<file path="src/rtl/seq_loop_monitor_if.sv">
// seq_loop_monitor_if: this interface bundles everything that passes between
// the monitored HLS FSM and seq_loop_monitor.
//
// Signals driven by the master (FSM / environment side):
//   cur_state                      live state of the monitored FSM
//   pre_states_valid, pre_loop_state0..2
//                                  states that may precede loop entry
//   post_states_valid, post_loop_state0..3
//                                  states that may follow the loop
//   quit_states_valid, quit_loop_state0..2
//                                  in-loop states that may exit
//   loop_quit_state                exit target state
//   iter_start_state               first state of the loop body
//   iter_end_states_valid, iter_end_state0
//                                  last state of the loop body
//   one_state_loop, one_state_block
//                                  single-state loop body / block shapes
//   finish                         design done
//
// Signals driven by the slave (the monitor):
//   loop_active, loop_enter, iter_start, loop_exit
//   iter_count, trip_count, done, err_pulse, err_code
interface seq_loop_monitor_if #(
  parameter int unsigned FSM_WIDTH = 2,
  parameter int unsigned CNT_WIDTH = 32
);
  logic [FSM_WIDTH-1:0] cur_state;
  logic [2:0]           pre_states_valid;
  logic [FSM_WIDTH-1:0] pre_loop_state0;
  logic [FSM_WIDTH-1:0] pre_loop_state1;
  logic [FSM_WIDTH-1:0] pre_loop_state2;
  logic [3:0]           post_states_valid;
  logic [FSM_WIDTH-1:0] post_loop_state0;
  logic [FSM_WIDTH-1:0] post_loop_state1;
  logic [FSM_WIDTH-1:0] post_loop_state2;
  logic [FSM_WIDTH-1:0] post_loop_state3;
  logic [2:0]           quit_states_valid;
  logic [FSM_WIDTH-1:0] quit_loop_state0;
  logic [FSM_WIDTH-1:0] quit_loop_state1;
  logic [FSM_WIDTH-1:0] quit_loop_state2;
  logic [FSM_WIDTH-1:0] loop_quit_state;
  logic [FSM_WIDTH-1:0] iter_start_state;
  logic                 iter_end_states_valid;
  logic [FSM_WIDTH-1:0] iter_end_state0;
  logic                 one_state_loop;
  logic                 one_state_block;
  logic                 finish;

  logic                 loop_active;
  logic                 loop_enter;
  logic                 iter_start;
  logic                 loop_exit;
  logic [CNT_WIDTH-1:0] iter_count;
  logic [CNT_WIDTH-1:0] trip_count;
  logic                 done;
  logic                 err_pulse;
  logic [1:0]           err_code;

  modport master (
    output cur_state, pre_states_valid, pre_loop_state0, pre_loop_state1, pre_loop_state2,
           post_states_valid, post_loop_state0, post_loop_state1, post_loop_state2,
           post_loop_state3, quit_states_valid, quit_loop_state0, quit_loop_state1,
           quit_loop_state2, loop_quit_state, iter_start_state, iter_end_states_valid,
           iter_end_state0, one_state_loop, one_state_block, finish,
    input  loop_active, loop_enter, iter_start, loop_exit, iter_count, trip_count, done,
           err_pulse, err_code
  );

  modport slave (
    input  cur_state, pre_states_valid, pre_loop_state0, pre_loop_state1, pre_loop_state2,
           post_states_valid, post_loop_state0, post_loop_state1, post_loop_state2,
           post_loop_state3, quit_states_valid, quit_loop_state0, quit_loop_state1,
           quit_loop_state2, loop_quit_state, iter_start_state, iter_end_states_valid,
           iter_end_state0, one_state_loop, one_state_block, finish,
    output loop_active, loop_enter, iter_start, loop_exit, iter_count, trip_count, done,
           err_pulse, err_code
  );
endinterface

</file>
<file path="src/rtl/seq_loop_monitor.sv">
// seq_loop_monitor: watches the state register of an HLS-generated FSM and
// reports loop entry, loop iterations and loop exit. It also counts iterations
// per trip and the total number of trips, and flags protocol errors.
//
// Ports:
//   clk    rising-edge clock
//   rst_n  asynchronous active-low reset
//   bus    seq_loop_monitor_if slave modport. Its inputs are cur_state, the
//          match-set configuration and finish. Its outputs are loop_active,
//          loop_enter, iter_start, loop_exit, iter_count, trip_count, done,
//          err_pulse and err_code.
//
// Events are detected combinationally from the pair (prev_state, cur_state).
// Every output is registered, so a pulse appears in the cycle after the
// cycle in which its event is detected.
module seq_loop_monitor #(
  parameter int unsigned FSM_WIDTH = 2,
  parameter int unsigned CNT_WIDTH = 32
) (
  input logic               clk,
  input logic               rst_n,
  seq_loop_monitor_if.slave bus
);

  localparam logic [1:0] ST_IDLE    = 2'd0;
  localparam logic [1:0] ST_IN_LOOP = 2'd1;
  localparam logic [1:0] ST_DONE    = 2'd2;

  localparam logic [CNT_WIDTH-1:0] CNT_MAX = {CNT_WIDTH{1'b1}};
  localparam logic [CNT_WIDTH-1:0] CNT_ONE = CNT_WIDTH'(1);

  localparam logic [1:0] ERR_NONE     = 2'd0;
  localparam logic [1:0] ERR_REENTER  = 2'd1;
  localparam logic [1:0] ERR_IDLE_EXIT = 2'd2;
  localparam logic [1:0] ERR_FINISH   = 2'd3;

  logic [1:0]           state_q, state_d;
  logic [FSM_WIDTH-1:0] prev_state_q;
  logic                 prev_valid_q;
  logic                 loop_enter_q, loop_enter_d;
  logic                 iter_start_q, iter_start_d;
  logic                 loop_exit_q, loop_exit_d;
  logic [CNT_WIDTH-1:0] iter_count_q, iter_count_d;
  logic [CNT_WIDTH-1:0] trip_count_q, trip_count_d;
  logic                 err_pulse_q, err_pulse_d;
  logic [1:0]           err_code_q, err_code_d;
  logic [1:0]           err_new;

  logic in_pre, in_post, in_quit;
  logic back_src, exit_src;
  logic ev_enter, ev_back, ev_exit;

  // Set membership of prev_state / cur_state, qualified by the valid bits.
  assign in_pre = (bus.pre_states_valid[0] && (prev_state_q == bus.pre_loop_state0)) ||
                  (bus.pre_states_valid[1] && (prev_state_q == bus.pre_loop_state1)) ||
                  (bus.pre_states_valid[2] && (prev_state_q == bus.pre_loop_state2));

  assign in_quit = (bus.quit_states_valid[0] && (prev_state_q == bus.quit_loop_state0)) ||
                   (bus.quit_states_valid[1] && (prev_state_q == bus.quit_loop_state1)) ||
                   (bus.quit_states_valid[2] && (prev_state_q == bus.quit_loop_state2));

  assign in_post = (bus.post_states_valid[0] && (bus.cur_state == bus.post_loop_state0)) ||
                   (bus.post_states_valid[1] && (bus.cur_state == bus.post_loop_state1)) ||
                   (bus.post_states_valid[2] && (bus.cur_state == bus.post_loop_state2)) ||
                   (bus.post_states_valid[3] && (bus.cur_state == bus.post_loop_state3));

  // A one-state loop body takes its back-edge from iter_start_state itself.
  assign back_src = bus.one_state_loop ? (prev_state_q == bus.iter_start_state)
                                       : (bus.iter_end_states_valid &&
                                          (prev_state_q == bus.iter_end_state0));

  assign exit_src = in_quit || (bus.one_state_block && (prev_state_q == bus.iter_start_state));

  assign ev_enter = prev_valid_q && in_pre && (bus.cur_state == bus.iter_start_state);
  assign ev_back  = prev_valid_q && back_src && (bus.cur_state == bus.iter_start_state);
  assign ev_exit  = prev_valid_q && exit_src &&
                    ((bus.cur_state == bus.loop_quit_state) || in_post);

  always_comb begin
    state_d      = state_q;
    loop_enter_d = 1'b0;
    iter_start_d = 1'b0;
    loop_exit_d  = 1'b0;
    iter_count_d = iter_count_q;
    trip_count_d = trip_count_q;
    err_new      = ERR_NONE;

    case (state_q)
      ST_IDLE: begin
        if (bus.finish) begin
          state_d = ST_DONE;
        end else begin
          if (ev_exit) err_new = ERR_IDLE_EXIT;
          // ENTER wins over a coincident EXIT; the EXIT is still flagged.
          if (ev_enter) begin
            state_d      = ST_IN_LOOP;
            loop_enter_d = 1'b1;
            iter_start_d = 1'b1;
            iter_count_d = CNT_ONE;
            trip_count_d = (trip_count_q == CNT_MAX) ? trip_count_q : trip_count_q + CNT_ONE;
          end
        end
      end
      ST_IN_LOOP: begin
        if (bus.finish) begin
          state_d = ST_DONE;
          err_new = ERR_FINISH;
        end else begin
          if (ev_enter && !ev_back) err_new = ERR_REENTER;
          if (ev_exit) begin
            state_d     = ST_IDLE;
            loop_exit_d = 1'b1;
          end else if (ev_back) begin
            iter_start_d = 1'b1;
            iter_count_d = (iter_count_q == CNT_MAX) ? iter_count_q : iter_count_q + CNT_ONE;
          end
        end
      end
      ST_DONE: begin
        // Terminal until reset; counts stay frozen.
      end
      default: begin
        state_d = ST_IDLE;
      end
    endcase

    err_pulse_d = (err_new != ERR_NONE);
    // err_code keeps the first error seen since reset.
    err_code_d  = (err_code_q == ERR_NONE) ? err_new : err_code_q;
  end

  always_ff @(posedge clk or negedge rst_n) begin
    if (!rst_n) begin
      state_q      <= ST_IDLE;
      prev_state_q <= '0;
      prev_valid_q <= 1'b0;
      loop_enter_q <= 1'b0;
      iter_start_q <= 1'b0;
      loop_exit_q  <= 1'b0;
      iter_count_q <= '0;
      trip_count_q <= '0;
      err_pulse_q  <= 1'b0;
      err_code_q   <= ERR_NONE;
    end else begin
      state_q      <= state_d;
      prev_state_q <= bus.cur_state;
      prev_valid_q <= 1'b1;
      loop_enter_q <= loop_enter_d;
      iter_start_q <= iter_start_d;
      loop_exit_q  <= loop_exit_d;
      iter_count_q <= iter_count_d;
      trip_count_q <= trip_count_d;
      err_pulse_q  <= err_pulse_d;
      err_code_q   <= err_code_d;
    end
  end

  assign bus.loop_active = (state_q == ST_IN_LOOP);
  assign bus.done        = (state_q == ST_DONE);
  assign bus.loop_enter  = loop_enter_q;
  assign bus.iter_start  = iter_start_q;
  assign bus.loop_exit   = loop_exit_q;
  assign bus.iter_count  = iter_count_q;
  assign bus.trip_count  = trip_count_q;
  assign bus.err_pulse   = err_pulse_q;
  assign bus.err_code    = err_code_q;

endmodule

</file>
<file path="src/flat_wrapper.sv">
// flat-port wrapper written by rule: the top's interface ports become plain ports
module seq_loop_monitor_flat 
#(
  parameter int unsigned FSM_WIDTH = 2,
  parameter int unsigned CNT_WIDTH = 32
)
  (clk, rst_n, bus_cur_state, bus_pre_states_valid, bus_pre_loop_state0, bus_pre_loop_state1, bus_pre_loop_state2, bus_post_states_valid, bus_post_loop_state0, bus_post_loop_state1, bus_post_loop_state2, bus_post_loop_state3, bus_quit_states_valid, bus_quit_loop_state0, bus_quit_loop_state1, bus_quit_loop_state2, bus_loop_quit_state, bus_iter_start_state, bus_iter_end_states_valid, bus_iter_end_state0, bus_one_state_loop, bus_one_state_block, bus_finish, bus_loop_active, bus_loop_enter, bus_iter_start, bus_loop_exit, bus_iter_count, bus_trip_count, bus_done, bus_err_pulse, bus_err_code);
  seq_loop_monitor_if #(.FSM_WIDTH(FSM_WIDTH), .CNT_WIDTH(CNT_WIDTH)) bus_i ();
  input logic clk;
  input logic rst_n;
  input wire logic [$bits(bus_i.cur_state)-1:0] bus_cur_state;
  input wire logic [$bits(bus_i.pre_states_valid)-1:0] bus_pre_states_valid;
  input wire logic [$bits(bus_i.pre_loop_state0)-1:0] bus_pre_loop_state0;
  input wire logic [$bits(bus_i.pre_loop_state1)-1:0] bus_pre_loop_state1;
  input wire logic [$bits(bus_i.pre_loop_state2)-1:0] bus_pre_loop_state2;
  input wire logic [$bits(bus_i.post_states_valid)-1:0] bus_post_states_valid;
  input wire logic [$bits(bus_i.post_loop_state0)-1:0] bus_post_loop_state0;
  input wire logic [$bits(bus_i.post_loop_state1)-1:0] bus_post_loop_state1;
  input wire logic [$bits(bus_i.post_loop_state2)-1:0] bus_post_loop_state2;
  input wire logic [$bits(bus_i.post_loop_state3)-1:0] bus_post_loop_state3;
  input wire logic [$bits(bus_i.quit_states_valid)-1:0] bus_quit_states_valid;
  input wire logic [$bits(bus_i.quit_loop_state0)-1:0] bus_quit_loop_state0;
  input wire logic [$bits(bus_i.quit_loop_state1)-1:0] bus_quit_loop_state1;
  input wire logic [$bits(bus_i.quit_loop_state2)-1:0] bus_quit_loop_state2;
  input wire logic [$bits(bus_i.loop_quit_state)-1:0] bus_loop_quit_state;
  input wire logic [$bits(bus_i.iter_start_state)-1:0] bus_iter_start_state;
  input wire logic [$bits(bus_i.iter_end_states_valid)-1:0] bus_iter_end_states_valid;
  input wire logic [$bits(bus_i.iter_end_state0)-1:0] bus_iter_end_state0;
  input wire logic [$bits(bus_i.one_state_loop)-1:0] bus_one_state_loop;
  input wire logic [$bits(bus_i.one_state_block)-1:0] bus_one_state_block;
  input wire logic [$bits(bus_i.finish)-1:0] bus_finish;
  output wire logic [$bits(bus_i.loop_active)-1:0] bus_loop_active;
  output wire logic [$bits(bus_i.loop_enter)-1:0] bus_loop_enter;
  output wire logic [$bits(bus_i.iter_start)-1:0] bus_iter_start;
  output wire logic [$bits(bus_i.loop_exit)-1:0] bus_loop_exit;
  output wire logic [$bits(bus_i.iter_count)-1:0] bus_iter_count;
  output wire logic [$bits(bus_i.trip_count)-1:0] bus_trip_count;
  output wire logic [$bits(bus_i.done)-1:0] bus_done;
  output wire logic [$bits(bus_i.err_pulse)-1:0] bus_err_pulse;
  output wire logic [$bits(bus_i.err_code)-1:0] bus_err_code;
  assign bus_i.cur_state = bus_cur_state;
  assign bus_i.pre_states_valid = bus_pre_states_valid;
  assign bus_i.pre_loop_state0 = bus_pre_loop_state0;
  assign bus_i.pre_loop_state1 = bus_pre_loop_state1;
  assign bus_i.pre_loop_state2 = bus_pre_loop_state2;
  assign bus_i.post_states_valid = bus_post_states_valid;
  assign bus_i.post_loop_state0 = bus_post_loop_state0;
  assign bus_i.post_loop_state1 = bus_post_loop_state1;
  assign bus_i.post_loop_state2 = bus_post_loop_state2;
  assign bus_i.post_loop_state3 = bus_post_loop_state3;
  assign bus_i.quit_states_valid = bus_quit_states_valid;
  assign bus_i.quit_loop_state0 = bus_quit_loop_state0;
  assign bus_i.quit_loop_state1 = bus_quit_loop_state1;
  assign bus_i.quit_loop_state2 = bus_quit_loop_state2;
  assign bus_i.loop_quit_state = bus_loop_quit_state;
  assign bus_i.iter_start_state = bus_iter_start_state;
  assign bus_i.iter_end_states_valid = bus_iter_end_states_valid;
  assign bus_i.iter_end_state0 = bus_iter_end_state0;
  assign bus_i.one_state_loop = bus_one_state_loop;
  assign bus_i.one_state_block = bus_one_state_block;
  assign bus_i.finish = bus_finish;
  assign bus_loop_active = bus_i.loop_active;
  assign bus_loop_enter = bus_i.loop_enter;
  assign bus_iter_start = bus_i.iter_start;
  assign bus_loop_exit = bus_i.loop_exit;
  assign bus_iter_count = bus_i.iter_count;
  assign bus_trip_count = bus_i.trip_count;
  assign bus_done = bus_i.done;
  assign bus_err_pulse = bus_i.err_pulse;
  assign bus_err_code = bus_i.err_code;
  seq_loop_monitor #(.FSM_WIDTH(FSM_WIDTH), .CNT_WIDTH(CNT_WIDTH)) u_core (.clk(clk), .rst_n(rst_n), .bus(bus_i));
endmodule
</file>
<file path="config.mk">
export PLATFORM = sky130hd
export DESIGN_NAME = seq_loop_monitor_flat
export DESIGN_NICKNAME = d
export VERILOG_FILES = /design/src/rtl/seq_loop_monitor_if.sv /design/src/rtl/seq_loop_monitor.sv /design/src/flat_wrapper.sv
export SDC_FILE = /design/constraint.sdc
export NUM_CORES = 1
export LEC_CHECK = 0
export BUFFER_PORTS_ARGS = -buffer_cell sky130_fd_sc_hd__buf_2
export CAP_MARGIN = 30
export CORE_AREA = 2 2 108 137
export CTS_CLUSTER_SIZE = 12
export DETAILED_ROUTE_END_ITERATION = 8
export DIE_AREA = 0 0 110 139
export PLACE_DENSITY = 0.55
export SETUP_SLACK_MARGIN = 0.05
export SLEW_MARGIN = 40
export SYNTH_ARGS = -nofsm -noshare
export SYNTH_HDL_FRONTEND = slang
export SYNTH_SLANG_ARGS = --single-unit
export TNS_END_PERCENT = 10
</file>
<file path="constraint.sdc">
create_clock -name clk -period 6.74 [get_ports clk]
set_input_delay 1.011 -clock clk [delete_from_list [all_inputs] [get_ports clk]]
set_output_delay 1.011 -clock clk [all_outputs]
set_load 0.005 [all_outputs]
</file>
Yosys cells after proc, flatten, opt, wreduce, memory -nomap -nowiden. Index checks and enable logic that the tools add are counted.

Word-level logic and storage cells: 105. Flip-flop bits (word level): 75. Input bits: 44. Output and inout port bits: 72.

Reduce and logical (&&, ||, !) cells: 36. $add $sub $neg: 2. Eq/ne operators: 26. Muxes and demuxes: 28. Bitwise gates (word level): 3.

Operators by type and width (count): $mux W32 (6); $add A32 B1 Y32 const B (2); $eq A32 B32 Y1 const B (2); $pmux W32 S2 (1); $eq A2 B2 Y1 (14); $logic_and A1 B1 Y1 (19); $mux W2 (7); $mux W1 (11); $logic_or A1 B1 Y1 (9); $ne A2 B2 Y1 const B (4); $reduce_and A7 Y1 (1); $ne A3 B2 Y1 const B (2); $pmux W2 S3 (1); $logic_not A2 Y1 (2); $ne A2 B1 Y1 const B (2); $pmux W2 S2 (1); $reduce_and A4 Y1 (1); $reduce_bool A2 Y1 (2); $not A1 Y1 (3); $reduce_and A3 Y1 (1); $eq A2 B1 Y1 const B (1); $eq A2 B2 Y1 const B (1); $pmux W1 S2 (1); $logic_not A1 Y1 (1).

Longest topological paths before layout. Gate-level depths: netlist (run 1).

Depth after elaboration: 11. Gate-level depth with buffers: 10.

Worst setup path before layout (run 1). OpenSTA, ideal clock, no wires.

Kind: input -> register. From: input bus_iter_start_state[1]. To: register u_core.iter_count_q[27] (netlist: u_core.bus.iter_count[27]). Cell stages on the path: 9. Buffers on the path: 2. Arrival: 2978 ps. Path slack: 3693 ps. Cell sequence: xor2_1 > or3b_1 > a2111o_1 > buf_6 > and2_4 > buf_6 > or3_1 > or3_1 > nand3_1.

Cells in the longest elaborated chain, start to end: 7. Elaborated cells between the ends (all ways): 14. Those cells by class: 5 x eq/ne; 1 x mux; 8 x reduce/logical.

Ends and longest elaborated chain: start, declared (RTL line flat_wrapper.sv:26) `input wire logic [$bits(bus_i.iter_start_state)-1:0] bus_iter_start_state;`; $eq A2 B2 Y1 (RTL line seq_loop_monitor.sv:68, seq_loop_monitor.sv:72); $logic_and A1 B1 Y1 (RTL line seq_loop_monitor.sv:72) `assign exit_src = in_quit || (bus.one_state_block && (prev_state_q == bus.iter_start_state));`; $logic_or A1 B1 Y1 (RTL line seq_loop_monitor.sv:72); $logic_and A1 B1 Y1 (2 in series) (RTL line seq_loop_monitor.sv:76) `assign ev_exit = prev_valid_q && exit_src &&`; $ne A2 B2 Y1 (no line); $reduce_and A7 Y1 (no line) *; end signal, assigned (RTL line seq_loop_monitor.sv:151) `iter_count_q <= iter_count_d;`; end, declared (RTL line seq_loop_monitor.sv:43) `logic [CNT_WIDTH-1:0] iter_count_q, iter_count_d;`.

Every way passes the cells marked *; elsewhere a longest branch is shown, timed or not. A chain may end at the register's enable or synchronous reset.

Final worst setup path (run 1).
From: register u_core.state_q[1]. To: output bus_loop_active.

Cells in the longest elaborated chain, start to end: 1.

Ends and longest elaborated chain: start, declared (RTL line seq_loop_monitor.sv:37) `logic [1:0] state_q, state_d;`; start signal, assigned (RTL line seq_loop_monitor.sv:145) `state_q <= state_d;`; $eq A2 B1 Y1 (RTL line seq_loop_monitor.sv:158) `assign bus.loop_active = (state_q == ST_IN_LOOP);`; end, declared (RTL line flat_wrapper.sv:32) `output wire logic [$bits(bus_i.loop_active)-1:0] bus_loop_active;`.

No other way between the ends.

==> results of run 1 <==
==> metrics by stage <==
| stage | hold WS [ps] | utilization, % |
|---|---|---|
| 3_5_place_dp | 472 | 34.7 |
| 2_1_floorplan | 444 | - |
| 3_3_place_gp | 472 | 34.4 |
| 6_report | 482 | 37.1 |
| 4_1_cts | 485 | 37.0 |
| 5_1_grt | 513 | 37.1 |
==> final cells by class <==
class,count,area (um^2)
Fill cell,1427,8830
Multi-Input combinational cell,337,2160
Sequential cell,75,1880
Timing Repair Buffer,115,582
Clock buffer,11,243
Tap cell,178,223
Clock inverter,5,85.1
Inverter,10,37.5
==> power groups by stage <==
stage          Combinational (mW)  Clock (mW)  Sequential, mW
6_report                   0.0921       0.539           0.486
3_5_place_dp               0.0944           0           0.495
2_1_floorplan              0.0471           0           0.489
3_3_place_gp               0.0900           0           0.495
4_1_cts                    0.0948       0.549           0.487
5_1_grt                     0.103       0.570           0.490
==> cells by family after synthesis <==
family / after synthesis / share of synthesized area, %
AND/OR/NAND/NOR: 180 / 23.4
flip-flops: 75 / 45.4
XOR/XNOR: 59 / 12.5
buffers and inverters: 28 / 3.36
other: 1 / 0.0908
AO/OA/AOI/OAI: 91 / 13.5
multiplexers: 4 / 1.00
adder cells (fa/ha/maj): 2 / 0.606
==> worst paths after layout <==
path	cells past startpoint	endpoint	from	slack, ps
worst min-delay path	1	u_core.bus.trip_count[13]$_DFFE_PN0P_	u_core.bus.trip_count[13]$_DFFE_PN0P_	480
min in group asynchronous	1	u_core.bus.trip_count[13]$_DFFE_PN0P_	rst_n	690
max in group asynchronous	1	u_core.bus.err_code[1]$_DFFE_PN0N_	rst_n	5550
worst max-delay path	4	bus_loop_active	u_core.state_q[1]$_DFFE_PN0P_	3760
worst min register to register	1	u_core.bus.trip_count[13]$_DFFE_PN0P_	u_core.bus.trip_count[13]$_DFFE_PN0P_	480
worst max register to register	7	u_core.bus.iter_count[15]$_DFFE_PN0P_	u_core.prev_state_q[1]$_DFF_PN0_	3940
==> cell usage in the layout, fill, tap and decap left out, types with 8 or more instances in the layout <==
cell type  count
a21oi_1       16
and3_1        13
and4_1        10
buf_2        114
clkbuf_16      9
dfrtp_1       75
inv_1         10
nand2_1       36
nand3_1       40
nand4_1       16
nor2_1        28
nor3_1         8
o211ai_1       8
o21ai_0       36
xnor2_1       47
xor2_1        12
==> layer usage <==
layer	vias to the layer above	track usage, %	wire length, um
li1	1808	-	-
met5	-	0	0
met1	1825	19.4	4850
met2	96	25.1	5550
met3	17	3.01	533
met4	0	7.20	261
==> registers in the layout, summed over array words and instances (netlist names) <==
name	count
u_core.bus.err_code	2
u_core.bus.err_pulse	1
u_core.bus.iter_count	32
u_core.bus.iter_start	1
u_core.bus.loop_enter	1
u_core.bus.loop_exit	1
u_core.bus.trip_count	32
u_core.prev_state_q	2
u_core.prev_valid_q	1
u_core.state_q	2
==> reports/qor.yml, run 1 <==
sta:
  final_hold_viol_count: 0
  finalSetupViolCount: 0
  min_period_over_period_pct: 44.2
  worst_slack_ps: 3760
  min_period_ps: 2980
  fmax_ghz: 0.336
  worst_pin_slew_ps: 719
  fin_setup_tns_ps: 0
  finClkSkew_ps: 9.57
  slew_viol_final: 0
  maxSlewHeadroom_pct: 52.1
  rsz0062_at_grt: "false"
place:
  portBuffers: 115
  dpl-instance-area_um2: 4870
  dpl.hpwl_um: 8140
  dpl.cell_count: 715
  pre_cts_ws_ps: 3360
  place_congestion: 0.799
route:
  wl_um: 11200
  vias_per_cell: 5.12
  wl_per_cell_um: 15.3
  num_vias: 3746
  drt-initial-drc-count: 185
  drc_errors: 0
  drt_pass1_iterations: 4
  ant_nets: 0
setup_path:
  crit_chain: "inv_1 -> nand2_2 -> inv_1 -> buf_2"
  cp_num_buf_inv: 3
  arrival_ps: 1970
  end_kind: "primary output"
  slowest_delay_ps: 520
  crit_path_frequent_cell: "inv_1"
  crit_required_ps: 5730
  cp_max_fo: 26
  crit_slowest_cell: "inv_1"
  crit_path_start_kind: "flop"
  path_class: "flop to primary output"
  critPathTopFamily: "buffers and inverters"
power_and_ir_drop:
  switching_share_pct: 24.6
  power.density_nw_per_um2: 215
  vdd_drop_max_v: 0.000116
  power_frac_seq_pct: 43.5
  p_int_mw: 0.843
  leakage_nw: 2.49
  finalPower_mw: 1.12
  pwr-share-clk_pct: 48.2
  p_sw_mw: 0.275
  comb_power_share_pct: 8.2
synth:
  ys_types: 50
  ys_top_cells_by_count: "dfrtp_1, xnor2_1, nand3_1"
  yosysTopAreaCellShare_pct: 45.4
  yosys.area.top_type: "dfrtp_1"
  synth_seq_cells: 75
  synthArstFlopShare_pct: 100
  syn_area_um2: 4130
  synth_area_leaders: "dfrtp_1, xnor2_1, nand3_1, o21ai_0, nand2_1"
  syn-num-nets: 486
  yosys_warnings: 0
  synth_most_common_cell: "dfrtp_1"
  seq_area_frac_synth_pct: 45.4
  synthCells: 440
  syn_area_per_cell_um2: 9.39
  ys.flop_type: "dfrtp_1"
  synth_edf_count: 0
layout:
  diodes: 0
  design_area_um2: 5200
  drive_gt1_share_pct: 26.0
  area_growth_pct: 26.0
  finalNetCount: 594
  fin_cells: 731
cts:
  cts_resized: 0
  post_cts_buffers: 0
  clock_sinks: 75
  htree_num_levels: 3
  cts_hold_buf: 0
  cts_buffers: 9
  clockBufferDepth: 2
  cts_root_buf: "clkbuf_16"
  clk_latency_ps: 350
  cts_tree: "yes"
  path_clk_slew_ps: 60
die:
  start_util_pct: 29.4
  core_area_um2: 14000
  die_w_um: 110
  die_area_um2: 15300
  die_h_um: 139
  ioPinCount: 116
  rows: 49
grt:
  grt_max_degree: 76
  grt_overflow: 0
  antenna_found_initial: 0
  grt_pass1_vias: 3674
  track_usage_pct: 15.4
  grt_pass1_wl_um: 18500
hold_path:
  hold_class: "flop to flop"
flow_run:
  max_cap_viol_count: 0
outcome:
  status: "finished, final reports clean"
Power figures use the tool's default switching activity.
==> inputs of run 2 (changes only) <==
==> constraint.sdc (replaced) <==
create_clock -name clk -period 3.15 [get_ports clk]
set_input_delay 0.4725 -clock clk [delete_from_list [all_inputs] [get_ports clk]]
set_output_delay 0.4725 -clock clk [all_outputs]
set_load 0.005 [all_outputs]
==> reports/qor.yml, run 2 (same netlist as run 1, synthesis figures left out) <==
outcome:
  status: "finished, final reports clean"
die:
  die_h_um: 139
  rows: 49
  ioPinCount: 116
  die_area_um2: 15300
  die_w_um: 110
  core_area_um2: 14000
  start_util_pct: 29.4
route:
  vias_per_cell: 5.16
  ant_nets: 0
  num_vias: 3814
  wl_um: 11400
  drt_pass1_iterations: 4
  drc_errors: 0
  drt-initial-drc-count: 194
  wl_per_cell_um: 15.4
layout:
  final_common_cell: "buf_2"
  area_growth_pct: 26.3
  finalNetCount: 603
  final_cell_mix: "buf_2, dfrtp_1, xnor2_1"
  diodes: 0
  design_area_um2: 5220
  final_util_pct: 37.1
  drive_gt1_share_pct: 26.2
setup_path:
  setup.worst_path.end: "u_core.bus.iter_count[27]$_DFFE_PN0P_"
  end_kind: "flop"
  cp_max_fo: 11
  path_class: "flop to flop"
  crit_start: "u_core.prev_state_q[1]$_DFF_PN0_"
  arrival_ps: 3000
  r2r-start: "u_core.prev_state_q[1]$_DFF_PN0_"
  crit_required_ps: 3420
  r2r_cells: 7
  rr_endpoint: "u_core.bus.iter_count[27]$_DFFE_PN0P_"
  r2r_slack_ps: 420
  crit_path_start_kind: "flop"
flow_run:
  max_cap_viol_count: 0
grt:
  grt_overflow: 0
  grt_pass1_wl_um: 18800
  antenna_found_initial: 0
  track_usage_pct: 15.5
  grt_pass1_vias: 3787
  grt_max_degree: 76
sta:
  min_period_over_period_pct: 86.6
  final_hold_viol_count: 0
  slew_viol_final: 0
  finClkSkew_ps: 6.06
  fin_setup_tns_ps: 0
  worst_pin_slew_ps: 724
  rsz0062_at_grt: "false"
  worst_slack_ps: 423
  fmax_ghz: 0.367
  min_period_ps: 2730
  maxSlewHeadroom_pct: 51.7
  finalSetupViolCount: 0
place:
  dpl.hpwl_um: 8420
  pre_cts_ws_ps: 430
  dpl-instance-area_um2: 4900
  place_congestion: 0.813
  portBuffers: 115
hold_path:
  hold_class: "input pin to async pin"
cts:
  cts_resized: 0
  cts_tree: "yes"
  post_cts_buffers: 0
  clockBufferDepth: 2
  cts_root_buf: "clkbuf_16"
  clock_sinks: 75
  clk_latency_ps: 330
  cts_hold_buf: 0
  htree_num_levels: 3
  path_clk_slew_ps: 60
  cts_buffers: 9
power_and_ir_drop:
  finalPower_mw: 2.33
  power_frac_seq_pct: 44.7
  pwr-share-clk_pct: 46.7
  p_sw_mw: 0.546
  comb_power_share_pct: 8.6
  switching_share_pct: 23.5
  leakage_nw: 2.53
  p_int_mw: 1.78
  vdd_drop_max_v: 0.000240
  power.density_nw_per_um2: 446
-- run 2: cell type report --
| class | count | area, um^2 |
|---|---|---|
| clock buffer | 14 | 284 |
| clock inverter | 1 | 30.0 |
| fill | 1457 | 8820 |
| inverter | 10 | 37.5 |
| multi-input combinational | 337 | 2110 |
| sequential | 75 | 1880 |
| tap | 178 | 223 |
| timing repair buffer | 124 | 649 |
-- run 2: through the flow --
stage | hold WS (ps) | std cells
2_1_floorplan | 177 | 440
3_3_place_gp | 473 | 724
3_5_place_dp | 470 | 724
4_1_cts | 203 | 739
5_1_grt | 238 | 739
6_report | 156 | 739
-- run 2: critical path, stage by stage, from the launching register on --
cell,delay (ps)
dfrtp_1,530
xor2_1,240
or3b_1,410
a2111o_1,530
and2_4,260
or3_1,300
or3_1,300
nand3_1,80
-- run 2: per-layer routing --
layer,vias to the layer above,track usage [%],share of wire (%)
met5,-,0,0
met3,18,3.62,5.6
met1,1855,19.5,43
met4,0,5.93,2.2
li1,1825,-,-
met2,116,25.6,49
-- run 2: worst min path at each step --
stage	startpoint	to	slack, ps	cells after the start
after floorplan	rst_n	u_core.bus.err_code[0]$_DFFE_PN0N_	180	0
after global placement	u_core.bus.trip_count[7]$_DFFE_PN0P_	u_core.bus.trip_count[7]$_DFFE_PN0P_	470	1
after detailed placement	u_core.bus.trip_count[13]$_DFFE_PN0P_	u_core.bus.trip_count[13]$_DFFE_PN0P_	470	1
after CTS	rst_n	u_core.bus.trip_count[12]$_DFFE_PN0P_	200	1
after global routing	rst_n	u_core.bus.trip_count[12]$_DFFE_PN0P_	240	1
final	rst_n	u_core.bus.trip_count[12]$_DFFE_PN0P_	160	1
-- run 2: power by group through the flow --
stage | Sequential, mW | Combinational (mW) | Clock, mW
5_1_grt | 1.05 | 0.226 | 1.17
3_3_place_gp | 1.06 | 0.195 | 0
2_1_floorplan | 1.05 | 0.101 | 0
3_5_place_dp | 1.06 | 0.205 | 0
6_report | 1.04 | 0.200 | 1.09
4_1_cts | 1.04 | 0.205 | 1.11
==> inputs of run 3 (changes only) <==
--- a/config.mk
+++ b/config.mk
@@ -7,10 +7,10 @@
 export LEC_CHECK = 0
 export BUFFER_PORTS_ARGS = -buffer_cell sky130_fd_sc_hd__buf_2
 export CAP_MARGIN = 30
-export CORE_AREA = 2 2 108 137
+export CORE_AREA = 2 2 111 134
 export CTS_CLUSTER_SIZE = 12
 export DETAILED_ROUTE_END_ITERATION = 8
-export DIE_AREA = 0 0 110 139
+export DIE_AREA = 0 0 113 136
 export PLACE_DENSITY = 0.55
 export SETUP_SLACK_MARGIN = 0.05
 export SLEW_MARGIN = 40
==> reports/qor.yml, run 3 (same netlist as run 1, synthesis figures left out) <==
outcome:
  status: "complete, but fails checks"
  failed_checks: "DRC"
cts:
  cts_tree: "yes"
  path_clk_slew_ps: 60
  cts_root_buf: "clkbuf_16"
  clock_sinks: 75
  htree_num_levels: 3
  post_cts_buffers: 0
  cts_resized: 0
  clockBufferDepth: 2
  cts_buffers: 9
  cts_hold_buf: 0
  clk_latency_ps: 340
setup_path:
  r2r_cells: 8
  critPathTopFamily: "compound AO/OA/AOI/OAI gates"
  cp_num_buf_inv: 1
  path_class: "flop to flop"
  cp_max_fo: 14
  r2r_slack_ps: 290
  crit_slowest_cell: "dfrtp_1"
  crit_path_start_kind: "flop"
  setup.worst_path.end: "u_core.bus.iter_count[20]$_DFFE_PN0P_"
  path_depth: 8
  r2r-start: "u_core.prev_state_q[1]$_DFF_PN0_"
  arrival_ps: 3110
  crit_required_ps: 3400
  end_kind: "flop"
  crit_start: "u_core.prev_state_q[1]$_DFF_PN0_"
  crit_chain: "xor2_1 -> or3b_1 -> a2111o_1 -> nor2b_1 -> a21boi_2 -> buf_4 -> nand4_1 -> o21ai_0"
  slowest_delay_ps: 520
  rr_endpoint: "u_core.bus.iter_count[20]$_DFFE_PN0P_"
die:
  die_area_um2: 15400
  ioPinCount: 116
  die_h_um: 136
  start_util_pct: 29.1
  rows: 48
  core_area_um2: 14200
  die_w_um: 113
grt:
  grt_pass1_vias: 3713
  grt_max_degree: 76
  grt_overflow: 0
  grt_pass1_wl_um: 18500
  antenna_found_initial: 0
  track_usage_pct: 15.1
power_and_ir_drop:
  vdd_drop_max_v: 0.000216
  leakage_nw: 2.51
  p_int_mw: 1.78
  power_frac_seq_pct: 44.4
  pwr-share-clk_pct: 47.2
  power.density_nw_per_um2: 451
  p_sw_mw: 0.564
  switching_share_pct: 24.1
  comb_power_share_pct: 8.4
sta:
  finalSetupViolCount: 0
  min_period_ps: 2860
  maxSlewHeadroom_pct: 46.8
  slew_viol_final: 0
  fin_setup_tns_ps: 0
  min_period_over_period_pct: 90.9
  rsz0062_at_grt: "false"
  worst_pin_slew_ps: 793
  finClkSkew_ps: 5.97
  final_hold_viol_count: 0
  worst_slack_ps: 285
  fmax_ghz: 0.349
route:
  vias_per_cell: 5.09
  num_vias: 3733
  ant_nets: 0
  drt_pass1_iterations: 6
  wl_um: 11200
  drc_errors: 7
  wl_per_cell_um: 15.2
  drt-initial-drc-count: 207
layout:
  area_growth_pct: 25.7
  final_common_cell: "buf_2"
  finalNetCount: 600
  diodes: 0
  fillers: 1460
  drive_gt1_share_pct: 25.9
  final_cell_mix: "buf_2, dfrtp_1, xnor2_1"
hold_path:
  hold_class: "input pin to async pin"
flow_run:
  max_cap_viol_count: 0
place:
  portBuffers: 115
  place_congestion: 0.856
  dpl.hpwl_um: 8130
  pre_cts_ws_ps: 293
==> run 3: cell count changes in the layout (fill, tap and decap cells not counted), sizes merged <==
cell      change
clkbuf        -4
clkinvlp      +1
clkinv        +3
buf           -3
bufinv        +1
==> run 3: layer usage <==
metal / global-route usage (%) / vias to the layer above / routed length, um
met5: 0 / - / 0
met1: 18.4 / 1781 / 4560
met3: 4.10 / 22 / 750
met2: 24.7 / 113 / 5560
met4: 7.52 / 0 / 302
li1: - / 1817 / -
==> run 3: area by class of cell <==
type / count / area (um^2) / area share [%]
sequential: 75 / 1880 / 36.1
tap: 175 / 219 / 4.22
clock buffer: 10 / 229 / 4.41
inverter: 10 / 37.5 / 0.723
clock inverter: 6 / 90.1 / 1.73
multi-input combinational: 337 / 2110 / 40.7
timing repair buffer: 121 / 627 / 12.1
==> run 3: power by group through the flow <==
stage	clock [mW]	sequential [mW]	combinational (mW)
floorplan	0	1.05	0.101
global placement	0	1.06	0.193
detailed placement	0	1.06	0.198
CTS	1.14	1.04	0.200
global route	1.19	1.05	0.222
finish	1.11	1.04	0.197
==> run 3: worst min path at each step <==
stage                                                       end  slack (ps)  depth (start not counted)
after floorplan              u_core.bus.err_code[0]$_DFFE_PN0N_         180                          0
after global placement    u_core.bus.trip_count[27]$_DFFE_PN0P_         470                          1
after detailed placement         u_core.bus.err_pulse$_DFF_PN0_         480                          1
after CTS                  u_core.bus.trip_count[1]$_DFFE_PN0P_         190                          1
after global routing       u_core.bus.trip_count[1]$_DFFE_PN0P_         220                          1
final                      u_core.bus.trip_count[1]$_DFFE_PN0P_         160                          1
==> run 3: stage by stage <==
stage                     instances  instance area (um^2)  utilization, %  hold slack, ps  power (mW)
after floorplan                 440                  4130               -             177        1.15
after global placement          718                  4870            34.4             471        1.25
after detailed placement        718                  4870            34.4             480        1.25
after CTS                       734                  5190            36.6             189        2.37
after global routing            734                  5190            36.6             220        2.46
final                           734                  5190            36.6             164        2.34
